[config.mk]
export PLATFORM = sky130hd
export DESIGN_NAME = fetch_pc_unit
export DESIGN_NICKNAME = d
export VERILOG_FILES = /design/src/rtl/fetch_pc_unit.sv
export SDC_FILE = /design/constraint.sdc
export NUM_CORES = 1
export LEC_CHECK = 0
export ABC_AREA = 1
export BUFFER_PORTS_ARGS = -buffer_cell sky130_fd_sc_hd__buf_2
export CELL_PAD_IN_SITES_DETAIL_PLACEMENT = 1
export CELL_PAD_IN_SITES_GLOBAL_PLACEMENT = 1
export CORE_MARGIN = 5
export CORE_UTILIZATION = 43
export DETAILED_ROUTE_END_ITERATION = 10
export GPL_ROUTABILITY_DRIVEN = 0
export PLACE_DENSITY_LB_ADDON = 0.15
export RECOVER_POWER = 100
export SETUP_SLACK_MARGIN = 0.3
export SYNTH_ARGS = -nofsm -noshare
export SYNTH_HDL_FRONTEND = slang
export SYNTH_SLANG_ARGS = --single-unit
[constraint.sdc]
create_clock -name clk -period 7.6 [get_ports clk]
set_clock_uncertainty 0.1 [all_clocks]
set_input_delay 1.52 -clock clk [delete_from_list [all_inputs] [get_ports clk]]
set_output_delay 1.52 -clock clk [all_outputs]
set_load 0.02 [all_outputs]
[src/rtl/fetch_pc_unit.sv]
// Instruction-fetch PC stage: holds the fetch PC, issues one outstanding
// instruction-memory request at a time and queues returned words with their
// PC toward decode. A redirect reloads the PC, flushes the queue and marks any
// in-flight response as stale so it is discarded on arrival.
module fetch_pc_unit #(
    parameter int unsigned          WordSize = 32,
    parameter logic [WordSize-1:0]  ResetVec = '0,
    parameter int unsigned          QDepth   = 2
) (
    input  logic                clk,
    input  logic                rst,
    input  logic                redirect,
    input  logic [WordSize-1:0] redirect_addr,
    output logic                imem_req,
    output logic [WordSize-1:0] imem_addr,
    input  logic                imem_ready,
    input  logic                imem_rvalid,
    input  logic [WordSize-1:0] imem_rdata,
    output logic                instr_valid,
    output logic [WordSize-1:0] instr,
    output logic [WordSize-1:0] instr_pc,
    input  logic                instr_ready
);

    localparam int unsigned PtrW = (QDepth > 1) ? $clog2(QDepth) : 1;
    localparam int unsigned CntW = $clog2(QDepth + 1);

    // REQ: may issue; WAIT: live response pending; DROP: stale response pending
    typedef enum logic [1:0] {
        REQ  = 2'd0,
        WAIT = 2'd1,
        DROP = 2'd2
    } state_t;

    state_t              state;
    logic [WordSize-1:0] pc_q;
    logic [WordSize-1:0] req_pc;

    logic [WordSize-1:0] fifo_instr [QDepth];
    logic [WordSize-1:0] fifo_pc    [QDepth];
    logic [PtrW-1:0]     rd_ptr;
    logic [PtrW-1:0]     wr_ptr;
    logic [CntW-1:0]     count;

    logic handshake;
    logic push;
    logic pop;

    function automatic logic [PtrW-1:0] next_ptr(input logic [PtrW-1:0] p);
        return (p == PtrW'(QDepth - 1)) ? '0 : p + PtrW'(1);
    endfunction

    // Request and decode-side handshakes; redirect does not gate the request
    assign imem_req    = (state == REQ) && (count < CntW'(QDepth)) && !rst;
    assign imem_addr   = pc_q;
    assign handshake   = imem_req && imem_ready;
    assign push        = (state == WAIT) && imem_rvalid && !redirect;
    assign instr_valid = (count != '0) && !rst;
    assign pop         = instr_valid && instr_ready;
    assign instr       = fifo_instr[rd_ptr];
    assign instr_pc    = fifo_pc[rd_ptr];

    // Fetch FSM and PC; a redirect always wins the PC update
    always_ff @(posedge clk) begin
        if (rst) begin
            state  <= REQ;
            pc_q   <= ResetVec;
            req_pc <= ResetVec;
        end else begin
            case (state)
                REQ: begin
                    if (handshake) begin
                        req_pc <= pc_q;
                        state  <= redirect ? DROP : WAIT;
                    end
                end
                WAIT: begin
                    if (imem_rvalid) begin
                        state <= REQ;
                        if (!redirect) begin
                            pc_q <= req_pc + WordSize'(4);
                        end
                    end else if (redirect) begin
                        state <= DROP;
                    end
                end
                DROP: begin
                    if (imem_rvalid) begin
                        state <= REQ;
                    end
                end
                default: state <= REQ;
            endcase
            if (redirect) begin
                pc_q <= redirect_addr;
            end
        end
    end

    // Queue occupancy and pointers; flush beats same-cycle push/pop
    always_ff @(posedge clk) begin
        if (rst || redirect) begin
            rd_ptr <= '0;
            wr_ptr <= '0;
            count  <= '0;
        end else begin
            if (push) begin
                wr_ptr <= next_ptr(wr_ptr);
            end
            if (pop) begin
                rd_ptr <= next_ptr(rd_ptr);
            end
            count <= count + CntW'(push) - CntW'(pop);
        end
    end

    // Queue storage, no reset needed since occupancy qualifies it
    always_ff @(posedge clk) begin
        if (push && !rst) begin
            fifo_instr[wr_ptr] <= imem_rdata;
            fifo_pc[wr_ptr]    <= req_pc;
        end
    end

endmodule

# --- Word level (Yosys, flattened, before mapping) ---
# Memory sizes are Yosys's and may differ from the RTL's. A register that Yosys moved wholly into a read port is not among the register bits.
# Cells that the tools add are included.
# W data, S select, Z words.
classes:
  n_eq_ne: 5
  addsub: 5
  n_reduce_logical: 18
  muxes: 17
  n_lt_le_gt_ge: 1
ops:
  columns: ["op", "n"]
  rows:
  - ["$mux W32", 3]
  - ["$add A32 B3 Y32 const B", 1]
  - ["$mux W2", 5]
  - ["$logic_and A1 B1 Y1", 8]
  - ["$mux W1", 8]
  - ["$pmux W2 S3", 1]
  - ["$reduce_bool A2 Y1", 3]
  - ["$ne A2 B2 Y1 const B", 2]
  - ["$reduce_and A2 Y1", 2]
  - ["$ne A3 B3 Y1 const B", 1]
  - ["$reduce_and A3 Y1", 1]
  - ["$add A1 B1 Y1 const B", 2]
  - ["$add A2 B1 Y2", 1]
  - ["$eq A2 B1 Y1 const B", 1]
  - ["$eq A2 B2 Y1 const B", 1]
  - ["$logic_not A1 Y1", 2]
  - ["$logic_not A2 Y1", 1]
  - ["$lt A2 B2 Y1 const B", 1]
  - ["$sub A2 B1 Y2", 1]
  - ["$logic_or A1 B1 Y1", 1]
word_totals:
  mem_bits_rw: 128
  memories: 2
  input_bits: 70
  regBits: 70
  output_inout_bits: 98
mem_list:
  columns: ["memory", "depth", "word_bits", "read_ports", "rd_ports_with_merged_regs", "wr", "line_no", "source"]
  rows:
  - ["fifo_instr", 2, 32, 1, 1, 1, "39", "logic [WordSize-1:0] fifo_instr [QDepth];"]
  - ["fifo_pc", 2, 32, 1, 1, 1, "40", "logic [WordSize-1:0] fifo_pc [QDepth];"]

# --- Depth between registers and ports, before layout ---
depth:
  word_depth: 6
  mapped_depth: 10
  ltp_nobuf: 10

# --- Least setup slack after synthesis ---
# OpenSTA, ideal clock, no wires.
synth_path:
  path_kind: "input -> register"
  from: "in redirect"
  to: "mem fifo_instr[0][0] (enable)"
  path_stages: 5
  arrival_ns: 6.488
  setup_slack_ns: 0.447
  setup_ns: 0.565
  cell_sequence: "buf_4 -> clkbuf_1 -> nor2_1 -> inv_1 -> nor3_1"
synth_via:
  elab_chain_cells: 5
synth_lines:
  columns: ["element", "line_no", "source"]
  rows:
  - ["start, declared", "12", "input logic redirect,"]
  - ["$logic_not A1 Y1", null, null]
  - ["$logic_and A1 B1 Y1", "57", "assign push = (state == WAIT) && imem_rvalid && !redirect;"]
  - ["$logic_and A1 B1 Y1", "119", "if (push && !rst) begin"]
  - ["$mux W1", "119", null]
  - ["$mux W1 (implied by the code)", "120", "fifo_instr[wr_ptr] <= imem_rdata;"]
  - ["end, declared", "39", null]
# Every way passes these cells.

==> summary.md <==
| Metric | Value |
|---|---|
| Share of cells above drive strength 1 | `0.190` |
| Max Fclk | `174 MHz` |
| Post-synthesis sequential area ratio | `0.635` |
| CP max-delay cell | `clkbuf_1` |
| Top-Level Pins | `168` |
| Synth warn | `0` |
| Number of flops mapped to enable cells by yosys | `128` |
| Drt via density | `5.11` |
| Die area | `between 20000 and 25000 um^2` |
| Routed Antenna Nets | `0` |
| # fillers | `2087` |
| Max Cap Viol | `6` |
| Clk root buf | `clkbuf_16` |
| Sink Count | `between 150 and 200` |
| DP HPWL | `14700 um` |
| WP data arrival | `4120 ps` |
| Routed via count | `5923` |
| Crit-path leading delay family | `buffers and inverters` |
| Routed WL | `~21000 um` |
| Max incr delay on CP | `2470 ps` |
| Path depth of the worst reg2reg path | `4` |
| Cells after Synth | `726` |
| Top_reg_cell synth | `edfxtp_1` |
| Die X-Extent | `~150 um` |
| Final worst slack | `1860 ps` |
| Die H | `149 um` |
| Worst-path clk slew | `70 ps` |
| Largest net degree at the start of global routing | `71` |
| Final Hold Violating Endpoints | `0` |
| CTS tree | `yes` |
| Mean post-synth cell area | `11.4 um^2` |
| Worst setup SP type | `flop` |
| Critical Path, Cell by Cell | `clkbuf_1 > mux2_2 > clkbuf_1` |
| Overall Global Routing Usage | `0.192` |
| Critical Path RT | `5980 ps` |
| Cell taking the most area after synthesis | `edfxtp_1` |
| Clock Path Buffers | `2` |
| I/O Buffers | `167` |
| Number of remaining DRC errors | `0` |
| Post-synth cell types | `38` |
| Starting DRT DRC Count | `296` |
| Critical Path End Type | `output port` |
| Synthesized net count | `between 700 and 800` |
| Post-CTS sizing | `0` |
| Setup violations, final | `0` |
| Synth async-reset ratio | `0` |
| Final core utilization | `0.517` |
| Nets | `959` |
| Post-DR wirelength/cell | `18.2 um` |
| Fin Setup TNS | `0 ps` |
| Seq cells post-synth | `approximately 200` |
| Hold Path Class | `reg -> reg` |
| Number of diodes | `0` |
| Leakage | `between 3 and 4 nW` |
| Power Dens Cells | `226 nW/um^2` |
| Dpl ws | `2970 ps` |
| RSZ-0062 raised after global routing | `no` |
| Most frequent cell after synthesis | `nand2_1` |
| Final period util | `0.755` |
| Area contributors post-synth | `edfxtp_1, dfxtp_1, mux2_2` |
| Max-slew violation count | `274` |
| Hold depth | `2` |
| Post-cts hold buffer count | `0` |
| Relative slew slack | `-1.46` |
| FF-to-FF Start | `state[1]$_SDFFE_PP0P_` |
| Worst VDD drop | `0.144 mV` |
| WS Path Type | `reg -> out` |
| Post-CTS Setup Bufs | `0` |
| Initial antenna violation count | `0` |
| Number of global-route vias before repair | `6371` |
| Status | `finished with violations` |
| Share of the synthesized area in the top cell type | `0.464` |
| H-tree depth | `4` |
| Most common cell on crit path | `clkbuf_1` |
| Worst Tran Pin Value | `3690 ps` |
| Post-synth top cells | `nand2_1, edfxtp_1, dfxtp_1, mux2_2, nor2_1` |
| Fin crit period | `5740 ps` |
| Worst path buffer plus inverter count | `2` |
| R2R Setup Slk | `3580 ps` |
| Hold wc startpoint | `imem_addr[16]$_SDFFE_PP0P_` |
| Initial Utilization | `0.440` |
| Cell Area, Synth | `8290 um^2` |
| Clock Latency Late Sink | `430 ps` |
| Row count | `50` |
| Syn-to-layout area delta | `17.5%` |
| Worst Path Max Fanout | `64` |
| Hold WS | `413 ps` |
| Core area | `approximately 19000 um^2` |
| Failing checks | `capacitance limit, slew limit` |
| First-pass DRT Iterations | `5` |
| Grt total ovfl | `0` |
| First-pass GRT wire length | `roughly 34000 um` |
| Cts bufs inserted | `17` |
| Hold Path End | `imem_addr[16]$_SDFFE_PP0P_` |
| Reg2reg end | `fifo_pc[1][14]$_DFFE_PP_` |
where the power goes:
group / leakage (nW) / switching (mW) / internal (mW) / total, mW
sequential: 1.78 / 0.0284 / 1.17 / 1.20
clock: 0.278 / 0.412 / 0.462 / 0.874
combinational: 1.41 / 0.0810 / 0.0428 / 0.124
total: 3.47 / 0.522 / 1.68 / 2.20
cells by family after synthesis:
| kind of cell | synth area share |
|---|---|
| AO/OA/AOI/OAI | 0.0722 |
| XOR/XNOR | 0.00846 |
| adder cells (fa/ha/maj) | 0.00453 |
| AND/OR/NAND/NOR | 0.149 |
| buffers and inverters | 0.0438 |
| multiplexers | 0.0870 |
| flip-flops | 0.635 |
layout by cell type, fill, tap and decap left out, drive strengths merged:
master	netlist	layout
xnor2	1	1
clkbuf	14	139
nand4	3	3
buf	17	51
ha	3	3
o211ai	2	2
a31oi	12	12
a311oi	1	1
inv	58	65
nor3	5	5
edfxtp	128	128
nor2	78	78
mux2	64	64
xor2	7	7
or2	1	1
clkinvlp	0	1
a21oi	33	33
nor4	2	2
o21ai	6	6
a22o	15	15
a211oi	22	22
dfxtp	71	71
nand3	45	45
bufinv	0	1
nand3b	2	2
and2	1	1
clkinv	1	6
nand2	134	134
metal layers:
layer	wire length, um	track usage	vias up
met5	0	0	-
met4	199	0.0481	0
met3	1050	0.0404	17
met2	10200	0.320	156
met1	9690	0.257	2899
li1	-	-	2851
stage by stage:
step	instances	cell area [um^2]	power, mW
floorplan	726	8290	1.29
global placement	1127	9360	1.34
finish	1159	9740	2.20
global route	1159	9740	2.28
detailed placement	1127	9360	1.35
CTS	1159	9930	2.23
worst max path at each step:
stage                                             to  slack [ps]  cells past startpoint
after floorplan           fifo_instr[0][0]$_DFFE_PP_         450                      5
after detailed placement                    imem_req        2970                      4
after CTS                                   imem_req        2950                      4
after global routing        fifo_pc[1][23]$_DFFE_PP_        1410                      5
after global placement                      imem_req        2970                      4
final                                   instr_pc[17]        1860                      3
sequential cells by signal (all words and copies together) (netlist names), named ones only:
| name | flops |
|---|---|
| fifo_instr | 64 |
| fifo_pc | 64 |
| imem_addr | 32 |
| req_pc | 32 |
| count | 2 |
| state | 2 |
| rd_ptr | 1 |
| wr_ptr | 1 |
worst reg2reg max path, delay by kind of cell (launching register included):
kind,cells,cell delay (ps)
AND/OR/NAND/NOR,2,310
buffers and inverters,2,2690
flip-flops,1,350
cell type report:
| class | count | area [um^2] | area share |
|---|---|---|---|
| Clock buffer | 18 | 429 | 0.0441 |
| Clock inverter | 14 | 139 | 0.0143 |
| Inverter | 59 | 221 | 0.0227 |
| Multi-Input combinational cell | 437 | 2650 | 0.272 |
| Sequential cell | 199 | 5270 | 0.541 |
| Tap cell | 260 | 325 | 0.0334 |
| Timing Repair Buffer | 172 | 713 | 0.0732 |
Note: power is estimated with default switching activity, not from simulation.
